===== config.mk =====
export PLATFORM = sky130hd
export DESIGN_NAME = uart_tx_feeder
export DESIGN_NICKNAME = d
export VERILOG_FILES = /design/src/rtl/uart_pkg.sv /design/src/rtl/uart_sync_fifo.sv /design/src/rtl/uart_tx_feeder.sv
export SDC_FILE = /design/constraint.sdc
export NUM_CORES = 1
export LEC_CHECK = 0
export CAP_MARGIN = 20
export CELL_PAD_IN_SITES_DETAIL_PLACEMENT = 0
export CELL_PAD_IN_SITES_GLOBAL_PLACEMENT = 2
export CORE_ASPECT_RATIO = 0.75
export CORE_MARGIN = 4
export CORE_UTILIZATION = 47
export CTS_BUF_LIST = sky130_fd_sc_hd__clkbuf_16
export DETAILED_ROUTE_END_ITERATION = 10
export GPL_ROUTABILITY_DRIVEN = 1
export PLACE_DENSITY = 0.94
export SETUP_SLACK_MARGIN = 0.02
export SYNTH_ARGS = -nofsm -noshare
export SYNTH_HDL_FRONTEND = slang
export SYNTH_SLANG_ARGS = --single-unit

===== constraint.sdc =====
create_clock -name clk_i -period 9.4 [get_ports clk_i]
set_clock_uncertainty 0.05 [all_clocks]
set_input_delay 2.82 -clock clk_i [delete_from_list [all_inputs] [get_ports clk_i]]
set_output_delay 2.82 -clock clk_i [all_outputs]
set_load 0.05 [all_outputs]

===== src/rtl/uart_pkg.sv =====
// Shared definitions for the UART transmit path: feeder FSM encodings,
// frame-config field positions and default widths.
package uart_pkg;

   localparam int unsigned MAX_DATA_WIDTH_DEF   = 8;
   localparam int unsigned FIFO_DEPTH_DEF       = 16;
   localparam int unsigned FIFO_ADDR_WIDTH_DEF  = 4;
   localparam int unsigned TOTAL_CONF_WIDTH_DEF = 5;

   // Frame config layout: {data[1:0], stop[1:0], parity_en}
   localparam int unsigned CONF_PARITY_BIT = 0;
   localparam int unsigned CONF_STOP_LSB   = 1;
   localparam int unsigned CONF_STOP_MSB   = 2;
   localparam int unsigned CONF_DATA_LSB   = 3;
   localparam int unsigned CONF_DATA_MSB   = 4;

   typedef enum logic [1:0] {
      ST_IDLE   = 2'b00,
      ST_LOAD   = 2'b01,
      ST_ACTIVE = 2'b10,
      ST_DRAIN  = 2'b11
   } feeder_state_e;

endpackage : uart_pkg


===== src/rtl/uart_sync_fifo.sv =====
// Synchronous FIFO with registered level/full/empty and first-word-fall-through
// read data, so a pop and the capture of its head happen in the same cycle.
module uart_sync_fifo
   import uart_pkg::*;
#(
   parameter int unsigned WIDTH      = MAX_DATA_WIDTH_DEF,
   parameter int unsigned DEPTH      = FIFO_DEPTH_DEF,
   parameter int unsigned ADDR_WIDTH = $clog2(DEPTH)
) (
   input  logic                  clk_i,
   input  logic                  rst_i,
   input  logic                  push_i,
   input  logic [WIDTH-1:0]      wr_data_i,
   input  logic                  pop_i,
   output logic [WIDTH-1:0]      rd_data_o,
   output logic                  full_o,
   output logic                  empty_o,
   output logic [ADDR_WIDTH:0]   level_o
);

   localparam int unsigned LVL_W = ADDR_WIDTH + 1;

   logic [WIDTH-1:0]      mem_q [DEPTH];
   logic [ADDR_WIDTH-1:0] wr_ptr_q, wr_ptr_d;
   logic [ADDR_WIDTH-1:0] rd_ptr_q, rd_ptr_d;
   logic [LVL_W-1:0]      level_q, level_d;
   logic                  full_q, full_d;
   logic                  empty_q, empty_d;
   logic                  push_ok;
   logic                  pop_ok;

   // A pop frees the slot in the same cycle, so a push into a full FIFO is
   // accepted whenever a pop accompanies it.
   always_comb begin
      pop_ok   = pop_i && !empty_q;
      push_ok  = push_i && (!full_q || pop_ok);
      wr_ptr_d = push_ok ? (wr_ptr_q + ADDR_WIDTH'(1)) : wr_ptr_q;
      rd_ptr_d = pop_ok  ? (rd_ptr_q + ADDR_WIDTH'(1)) : rd_ptr_q;
      case ({push_ok, pop_ok})
         2'b10:   level_d = level_q + LVL_W'(1);
         2'b01:   level_d = level_q - LVL_W'(1);
         default: level_d = level_q;
      endcase
      full_d  = (level_d == LVL_W'(DEPTH));
      empty_d = (level_d == LVL_W'(0));
   end

   // Pointer and status registers.
   always_ff @(posedge clk_i or posedge rst_i) begin
      if (rst_i) begin
         wr_ptr_q <= '0;
         rd_ptr_q <= '0;
         level_q  <= '0;
         full_q   <= 1'b0;
         empty_q  <= 1'b1;
      end else begin
         wr_ptr_q <= wr_ptr_d;
         rd_ptr_q <= rd_ptr_d;
         level_q  <= level_d;
         full_q   <= full_d;
         empty_q  <= empty_d;
      end
   end

   // Storage array; contents are don't-care after reset since the pointers clear.
   always_ff @(posedge clk_i) begin
      if (push_ok) begin
         mem_q[wr_ptr_q] <= wr_data_i;
      end
   end

   assign rd_data_o = mem_q[rd_ptr_q];
   assign full_o    = full_q;
   assign empty_o   = empty_q;
   assign level_o   = level_q;

endmodule : uart_sync_fifo


===== src/rtl/uart_tx_feeder.sv =====
// Feeds queued bytes to the UART transmitter one frame at a time.
// Optional sticky overflow flag: define UART_TX_FEEDER_OVERFLOW_EN.
module uart_tx_feeder
   import uart_pkg::*;
#(
   parameter int unsigned MAX_DATA_WIDTH   = MAX_DATA_WIDTH_DEF,
   parameter int unsigned FIFO_DEPTH       = FIFO_DEPTH_DEF,
   parameter int unsigned FIFO_ADDR_WIDTH  = $clog2(FIFO_DEPTH),
   parameter int unsigned TOTAL_CONF_WIDTH = TOTAL_CONF_WIDTH_DEF
) (
   input  logic                        clk_i,
   input  logic                        rst_i,
   input  logic                        feed_en_i,
   input  logic [TOTAL_CONF_WIDTH-1:0] conf_i,
   input  logic                        wr_en_i,
   input  logic [MAX_DATA_WIDTH-1:0]   wr_data_i,
   input  logic                        tx_busy_i,
   input  logic                        tx_done_i,
   output logic                        tx_en_o,
   output logic                        tx_start_o,
   output logic [MAX_DATA_WIDTH-1:0]   tx_data_o,
   output logic [TOTAL_CONF_WIDTH-1:0] tx_conf_o,
   output logic                        full_o,
   output logic                        empty_o,
   output logic [FIFO_ADDR_WIDTH:0]    level_o
`ifdef UART_TX_FEEDER_OVERFLOW_EN
   ,
   input  logic                        overflow_clr_i,
   output logic                        overflow_o
`endif
);

   feeder_state_e               state_q, state_d;
   logic [MAX_DATA_WIDTH-1:0]   tx_data_q, tx_data_d;
   logic [TOTAL_CONF_WIDTH-1:0] tx_conf_q, tx_conf_d;
   logic                        tx_start_q, tx_start_d;
   logic                        tx_en_q, tx_en_d;
   logic                        busy_q, busy_d;
   logic                        fifo_pop;
   logic [MAX_DATA_WIDTH-1:0]   fifo_rd_data;
   logic                        fifo_full;
   logic                        fifo_empty;
   logic [FIFO_ADDR_WIDTH:0]    fifo_level;

   uart_sync_fifo #(
      .WIDTH      (MAX_DATA_WIDTH),
      .DEPTH      (FIFO_DEPTH),
      .ADDR_WIDTH (FIFO_ADDR_WIDTH)
   ) u_fifo (
      .clk_i     (clk_i),
      .rst_i     (rst_i),
      .push_i    (wr_en_i),
      .wr_data_i (wr_data_i),
      .pop_i     (fifo_pop),
      .rd_data_o (fifo_rd_data),
      .full_o    (fifo_full),
      .empty_o   (fifo_empty),
      .level_o   (fifo_level)
   );

   // Frame sequencing; data/conf are captured only on the IDLE->LOAD step so
   // mid-frame conf_i changes never reach the transmitter.
   always_comb begin
      state_d   = state_q;
      tx_data_d = tx_data_q;
      tx_conf_d = tx_conf_q;
      fifo_pop  = 1'b0;
      case (state_q)
         ST_IDLE: begin
            if (feed_en_i && !fifo_empty) begin
               fifo_pop  = 1'b1;
               tx_data_d = fifo_rd_data;
               tx_conf_d = conf_i;
               state_d   = ST_LOAD;
            end else begin
               state_d   = ST_IDLE;
            end
         end
         ST_LOAD: begin
            if (tx_busy_i) begin
               state_d = ST_ACTIVE;
            end else begin
               state_d = ST_LOAD;
            end
         end
         ST_ACTIVE: begin
            if (busy_q && !tx_busy_i) begin
               state_d = ST_DRAIN;
            end else begin
               state_d = ST_ACTIVE;
            end
         end
         ST_DRAIN: begin
            // Waiting out the done level keeps one completion from being seen twice.
            if (!tx_done_i) begin
               state_d = ST_IDLE;
            end else begin
               state_d = ST_DRAIN;
            end
         end
         default: begin
            state_d = ST_IDLE;
         end
      endcase
      tx_start_d = (state_q == ST_LOAD) && !tx_busy_i;
      tx_en_d    = feed_en_i;
      busy_d     = tx_busy_i;
   end

   // FSM state and registered transmitter-facing outputs.
   always_ff @(posedge clk_i or posedge rst_i) begin
      if (rst_i) begin
         state_q    <= ST_IDLE;
         tx_data_q  <= '0;
         tx_conf_q  <= '0;
         tx_start_q <= 1'b0;
         tx_en_q    <= 1'b0;
         busy_q     <= 1'b0;
      end else begin
         state_q    <= state_d;
         tx_data_q  <= tx_data_d;
         tx_conf_q  <= tx_conf_d;
         tx_start_q <= tx_start_d;
         tx_en_q    <= tx_en_d;
         busy_q     <= busy_d;
      end
   end

`ifdef UART_TX_FEEDER_OVERFLOW_EN
   logic overflow_q, overflow_d;

   // Sticky drop flag; a set in the same cycle as a clear takes priority.
   always_comb begin
      if (wr_en_i && fifo_full && !fifo_pop) begin
         overflow_d = 1'b1;
      end else if (overflow_clr_i) begin
         overflow_d = 1'b0;
      end else begin
         overflow_d = overflow_q;
      end
   end

   // Overflow flag register.
   always_ff @(posedge clk_i or posedge rst_i) begin
      if (rst_i) begin
         overflow_q <= 1'b0;
      end else begin
         overflow_q <= overflow_d;
      end
   end

   assign overflow_o = overflow_q;
`endif

   assign tx_en_o    = tx_en_q;
   assign tx_start_o = tx_start_q;
   assign tx_data_o  = tx_data_q;
   assign tx_conf_o  = tx_conf_q;
   assign full_o     = fifo_full;
   assign empty_o    = fifo_empty;
   assign level_o    = fifo_level;

endmodule : uart_tx_feeder


==> reports/results.txt, run 1 <==
Number of setup buffers added after CTS - 0
Setup slack of the critical path after layout - 3.23 ns
H-Tree Level Count - 4
Share of cells above drive strength 1 - 18.4%
Layout Utilization - 58.1%
Area share of the largest cell type after synthesis - 58.9%
DR vias/cell - 5.69
Leakage - 2.71 nW
RSZ-0062 raised after global routing - no
Result of the run - finished, final reports clean
Setup-failing EPs final - 0
Synthesis-to-finish area growth - 18.2%
Met3 wire length - 590 microns
Quantity of hold-fixing buffers added after cts - 0
Drc violations - 0
Starting DRT DRC Count - 236
Buffer and inverter count on the worst path - 2
Hold violation count in the final report - 0
Via count of the first global-routing pass - 3594
Residual overflow from global routing - 0
Number of primary I/O pins - 41
Part of the Yosys area used for sequential elements - 71.6%
Pin count of the biggest net entering global routing - 48
RePlAce Congestion - 0.788
Layout Nets - 460
Hold Crit Class - flop to flop
Sum of negative setup slack - 0 ns
Number of enable-type register cells in the synthesized netlist - 128
Highest routed metal layer - met4
List of cells traversed by the critical path - clkdlybuf4s50_1 > or4b_1 > a21boi_4 > inv_1 > ha_1 > xor2_1 > ha_1 > a21oi_1 > mux2i_1 > xnor2_1 > or2_2 > nor3_1
Yosys warning count - 0
Startpoint kind of the worst setup timing path - input pin
Met2 layer wire length in the routed design - 6.34 mm
Post-synthesis instance area - 6530 sq um
Cell type with the largest total area after synthesis - sky130_fd_sc_hd__edfxtp_1
Syn Inst Count - 386
Later-pin clock latency in the skew report - 0.42 ns
Share of flip-flops with an asynchronous set or reset - 20.5%
Number of flip-flops and latches in the synthesized netlist - 161
Half-perimeter wire length after placement - 7.96 mm
Post-Synthesis Net Count - 413
Setup slack of the worst register-to-register path - 5.58 ns
Data required time at the worst endpoint - 9.68 ns
Clock buffer count from CTS - 17
All-Layer GR Usage - 17.8%
Critical path's most frequent cell - sky130_fd_sc_hd__ha_1
Power Dens Cells - 329 nW/um^2
Max_cap viols - 0
Number of clock sinks seen by CTS - 161
Pre-CTS WS - 2.81 ns
Final critical-path required period - 6.17 ns
Mean area per synthesized cell - 16.9 sq um
IR Drop Worst-Case VDD - 0.000182 V
Synth cell types - 40
Most common library cells after synthesis - 128 x sky130_fd_sc_hd__edfxtp_1, 32 x sky130_fd_sc_hd__dfrtp_1, 28 x sky130_fd_sc_hd__nand2_1
Wire length of the first global-routing pass - 20.5 mm
Initial Util - 49.1%
Category of the most critical setup path - input pin to flop
Met1 Routed Length - 6.00 mm
Maximum buffer depth of the clock tree - 2
Cell at the root of the clock tree - sky130_fd_sc_hd__clkbuf_16
DR pass1 iterations - 4
Clock transition time at the flip-flop clock pins of the worst setup and hold paths - 0.06 ns
Kind of capture point of the worst setup path - flop
Avg WL per Cell - 21.3 microns
Antenna violations before repair - 0
Number of cell rows - 36
CTS tree - built
Worst-case headroom to the max-slew limit - 28.3%
Transition time at the pin with the least slew margin - 1.07 ns
Data arrival time of the worst path - 6.45 ns
Antenna-violating nets left - 0
Horizontal die dimension - 144 microns
Total wire length - 13.1 mm
Dominant synthesized flop cell - sky130_fd_sc_hd__edfxtp_1
Slowest Stage Delay on Critical Path - 0.88 ns
Port Buffer Count - 40
Filler cell count - 969
Total number of vias - 3508
Top post-synthesis cells by area - sky130_fd_sc_hd__edfxtp_1 59%, sky130_fd_sc_hd__dfrtp_1 12%, sky130_fd_sc_hd__mux4_2 6.9%
Full die area - 15900 sq um
Peak Freq - 162 MHz
Die Span Y - 110 microns
Resized Gates After CTS - 0
Pins Over Slew Limit - 0
Antenna Cells - 0
Crit path max-delay family - simple AND/OR/NAND/NOR gates
Maximum fanout along the worst path - 19
Core footprint - 13300 sq um
Crit path max-delay cell type - sky130_fd_sc_hd__or4b_1
Cell with the most instances after synthesis - sky130_fd_sc_hd__edfxtp_1
Period utilization - 65.7%
[stage by stage]
stage / hold slack (ns) / instance area, sq um / power (W) / instances
4_1_cts: 0.431 / 7710 / 0.00255 / 616
6_report: 0.428 / 7710 / 0.00254 / 616
3_3_place_gp: 0.416 / 7100 / 0.00180 / 585
5_1_grt: 0.459 / 7710 / 0.00265 / 616
3_5_place_dp: 0.416 / 7100 / 0.00183 / 585
2_1_floorplan: 0.417 / 6530 / 0.00160 / 386
[placed cells by master, fill, tap and decap left out, types with 2 or more instances in the layout]
cell,n
sky130_fd_sc_hd__nor3b_1,3
sky130_fd_sc_hd__inv_1,7
sky130_fd_sc_hd__o21bai_1,6
sky130_fd_sc_hd__bufinv_16,4
sky130_fd_sc_hd__buf_4,7
sky130_fd_sc_hd__clkbuf_16,17
sky130_fd_sc_hd__dfrtp_1,31
sky130_fd_sc_hd__mux4_2,20
sky130_fd_sc_hd__o22ai_1,6
sky130_fd_sc_hd__mux2i_1,16
sky130_fd_sc_hd__edfxtp_1,128
sky130_fd_sc_hd__inv_6,2
sky130_fd_sc_hd__a221o_1,8
sky130_fd_sc_hd__nor2_1,18
sky130_fd_sc_hd__nand4_1,2
sky130_fd_sc_hd__xnor2_1,8
sky130_fd_sc_hd__nand2_1,28
sky130_fd_sc_hd__nor3_1,12
sky130_fd_sc_hd__clkdlybuf4s50_1,40
sky130_fd_sc_hd__nand2b_1,3
sky130_fd_sc_hd__mux2_2,21
sky130_fd_sc_hd__a21oi_1,13
sky130_fd_sc_hd__clkinv_1,2
sky130_fd_sc_hd__o21ai_0,8
sky130_fd_sc_hd__ha_1,8
sky130_fd_sc_hd__nand3b_1,3
sky130_fd_sc_hd__xor2_1,3
sky130_fd_sc_hd__clkinvlp_4,2
sky130_fd_sc_hd__clkinv_4,3
[power by group]
part / internal [W] / switching [W] / total [W]
Sequential: 0.000894 / 0.000103 / 0.000997
Clock: 0.000443 / 0.000274 / 0.000717
Combinational: 0.000348 / 0.000474 / 0.000822
[final timing paths]
path	start	depth (start not counted)	endpoint
setup / recovery	feed_en_i	12	u_fifo.empty_o
hold / removal	tx_conf_o[2]	2	tx_conf_o[2]
setup reg to reg	state_q[0]	11	u_fifo.empty_o
hold reg to reg	tx_conf_o[2]	2	tx_conf_o[2]
max in group asynchronous	rst_i	3	u_fifo.empty_o
min in group asynchronous	rst_i	3	u_fifo.rd_ptr_q[0]
[area by class of cell]
class / count / area, sq um / area share [%]
clock buffers: 17 / 425 / 5.51
clock inverters: 14 / 190 / 2.47
inverters: 7 / 27.5 / 0.357
multi-input cells: 199 / 1730 / 22.5
flip-flops and latches: 161 / 4670 / 60.6
well taps: 171 / 214 / 2.77
repair buffers: 47 / 453 / 5.87
[cell families after synthesis]
logic type	Yosys count	synth area share, %
DFF	161	71.6
and+or+nand+nor	76	5.52
muxes	57	13.0
AOI/OAI and AO/OA	47	5.04
buffers and inverters	26	1.88
xor gates and xnor gates	11	1.48
adders and majority gates	8	1.53
[state kept, by name (all words and copies together), names as in the netlist]
name	flops
u_fifo.mem_q	128
tx_data_o	8
tx_conf_o	5
u_fifo.level_o	5
u_fifo.rd_ptr_q	4
u_fifo.wr_ptr_q	4
state_q	2
busy_q	1
tx_en_o	1
tx_start_o	1
u_fifo.empty_o	1
u_fifo.full_o	1
[tightest hold or removal path, delay by kind of cell, from the launching register on]
family,cells,cell delay [ns]
flops,1,0.34
simple gates,2,0.10
[metal layers]
metal,vias to the layer above,GRT usage (%)
met5,-,0
met1,1804,25.0
li1,1595,-
met4,0,6.38
met2,92,28.0
met3,17,3.79
Note: power is estimated with default switching activity, not from simulation.
==> inputs of run 2 (changes only) <==
--- a/config.mk
+++ b/config.mk
@@ -10,11 +10,11 @@
 export CELL_PAD_IN_SITES_GLOBAL_PLACEMENT = 2
 export CORE_ASPECT_RATIO = 0.75
 export CORE_MARGIN = 4
-export CORE_UTILIZATION = 47
+export CORE_UTILIZATION = 44
 export CTS_BUF_LIST = sky130_fd_sc_hd__clkbuf_16
 export DETAILED_ROUTE_END_ITERATION = 10
 export GPL_ROUTABILITY_DRIVEN = 1
-export PLACE_DENSITY = 0.94
+export PLACE_DENSITY = 0.9
 export SETUP_SLACK_MARGIN = 0.02
 export SYNTH_ARGS = -nofsm -noshare
 export SYNTH_HDL_FRONTEND = slang
==> constraint.sdc (replaced) <==
create_clock -name clk_i -period 5.7 [get_ports clk_i]
set_clock_uncertainty 0.05 [all_clocks]
set_input_delay 1.71 -clock clk_i [delete_from_list [all_inputs] [get_ports clk_i]]
set_output_delay 1.71 -clock clk_i [all_outputs]
set_load 0.05 [all_outputs]
==> reports/results.txt, run 2 (synthesis results as in run 1) <==
Result of the run - finished, final reports clean
Initial Util - 45.0%
All-Layer GR Usage - 15.8%
Worst reg2reg startpoint - state_q[0]
Maximum buffer depth of the clock tree - 2
Horizontal die dimension - 149 microns
Via count of the first global-routing pass - 3539
Period utilization - 80.4%
RSZ-0062 raised after global routing - no
Worst-case headroom to the max-slew limit - 33.0%
Avg WL per Cell - 19.6 microns
Transition time at the pin with the least slew margin - 1.00 ns
Later-pin clock latency in the skew report - 0.42 ns
Power Dens Cells - 543 nW/um^2
Commonest cells after routing, fill and taps aside - 128 x sky130_fd_sc_hd__edfxtp_1, 40 x sky130_fd_sc_hd__clkdlybuf4s50_1, 30 x sky130_fd_sc_hd__dfrtp_1
Clock transition time at the flip-flop clock pins of the worst setup and hold paths - 0.06 ns
Sum of negative setup slack - 0 ns
Hold Crit Class - flop to flop
Number of setup buffers added after CTS - 0
Setup slack of the worst register-to-register path - 2.37 ns
Antenna violations before repair - 0
Number of clock sinks seen by CTS - 161
H-Tree Level Count - 4
Kind of capture point of the worst setup path - flop
FF-to-FF path depth - 11
Starting DRT DRC Count - 228
Number of flip-flops in the largest register - 128
Layout Nets - 461
Category of the most critical setup path - input pin to flop
Half-perimeter wire length after placement - 8.04 mm
RePlAce Congestion - 0.745
Final critical-path required period - 4.58 ns
Drc violations - 0
Total power after layout - 0.00424 W
Synthesis-to-finish area growth - 19.7%
List of cells traversed by the critical path - clkdlybuf4s50_1 > or4b_1 > buf_4 > clkinv_2 > ha_1 > xor2_1 > ha_1 > a21oi_1 > mux2i_1 > xnor2_1 > or2_2 > nor3b_1
Number of standard cells in the layout, taps in and fillers out - 647
Total number of vias - 3440
Pin count of the biggest net entering global routing - 42
Launching element of the worst setup path - feed_en_i
Antenna Cells - 0
Reg-to-Reg End - u_fifo.full_o
Slowest Stage Delay on Critical Path - 0.51 ns
Pre-CTS WS - 0.690 ns
Core footprint - 14500 sq um
Number of primary I/O pins - 41
Antenna-violating nets left - 0
Leakage - 2.74 nW
Critical path's most frequent cell - sky130_fd_sc_hd__ha_1
Commonest non-fill, non-tap cell in the layout - sky130_fd_sc_hd__edfxtp_1
Setup slack of the critical path after layout - 1.12 ns
Peak Freq - 218 MHz
CTS tree - built
Quantity of hold-fixing buffers added after cts - 0
Die Span Y - 113 microns
Cell Count Post-Placement - 615
Cell at the root of the clock tree - sky130_fd_sc_hd__clkbuf_16
Total wire length - 12.7 mm
Number of cell rows - 38
Max_cap viols - 0
Residual overflow from global routing - 0
Clock buffer count from CTS - 17
DR pass1 iterations - 4
Resized Gates After CTS - 0
Maximum fanout along the worst path - 18
IR Drop Worst-Case VDD - 0.000227 V
Data required time at the worst endpoint - 5.97 ns
Critical path destination - u_fifo.full_o
Hold violation count in the final report - 0
Full die area - 16900 sq um
DR vias/cell - 5.32
Wire length of the first global-routing pass - 19.8 mm
Startpoint kind of the worst setup timing path - input pin
Port Buffer Count - 40
Data arrival time of the worst path - 4.86 ns
Pins Over Slew Limit - 0
Setup-failing EPs final - 0
Share of cells above drive strength 1 - 19.2%
Register with the most flip-flops - u_fifo.mem_q
Crit path max-delay cell type - sky130_fd_sc_hd__or4b_1
-- run 2: report_power, final --
group | leakage (nW) | internal [W] | switching [W] | total [W]
clock network | 0.318 | 0.000820 | 0.000450 | 0.00127
registers | 1.56 | 0.00147 | 0.000257 | 0.00173
logic | 0.864 | 0.000572 | 0.000672 | 0.00124
-- run 2: cell type report --
| type | count | area [sq um] |
|---|---|---|
| fill | 1142 | 6690 |
| sequential | 161 | 4670 |
| multi-input combinational | 199 | 1730 |
| timing repair buffer | 48 | 460 |
| clock buffer | 17 | 425 |
| tap | 200 | 250 |
| clock inverter | 15 | 241 |
| inverter | 7 | 27.5 |
-- run 2: critical path: cells and delay by family --
family | cells | cell delay, ns
compound gates | 1 | 0.15
xor+xnor | 2 | 0.21
fa+ha+maj | 2 | 0.60
buf+inv | 3 | 0.89
mux | 1 | 0.24
simple gates | 3 | 1.04
-- run 2: layer usage --
layer  global-route usage [%]  vias up  routed length (microns)
met1                     21.6     1745                     5780
li1                         -     1597                        -
met4                     5.72        0                      179
met3                     3.73       17                      585
met5                        0        -                        0
met2                     25.0       81                     6100
-- run 2: per-stage QoR --
step	area (sq um)	hold slack (ns)	util [%]
2_1_floorplan	6530	0.417	-
3_3_place_gp	7140	0.419	49.3
3_5_place_dp	7140	0.418	49.3
4_1_cts	7810	0.434	53.9
5_1_grt	7810	0.469	53.9
6_report	7810	0.439	53.9
-- run 2: how the worst min path moves through the flow --
| stage | startpoint | end | slack (ns) | cells past startpoint |
|---|---|---|---|---|
| after floorplan | u_fifo.rd_ptr_q[3] | u_fifo.rd_ptr_q[3] | 0.42 | 1 |
| after global placement | tx_conf_o[2] | tx_conf_o[2] | 0.42 | 2 |
| after detailed placement | tx_conf_o[1] | tx_conf_o[1] | 0.42 | 2 |
| after CTS | tx_conf_o[1] | tx_conf_o[1] | 0.43 | 2 |
| after global routing | u_fifo.level_o[4] | u_fifo.level_o[4] | 0.47 | 1 |
| final | tx_conf_o[3] | tx_conf_o[3] | 0.44 | 2 |
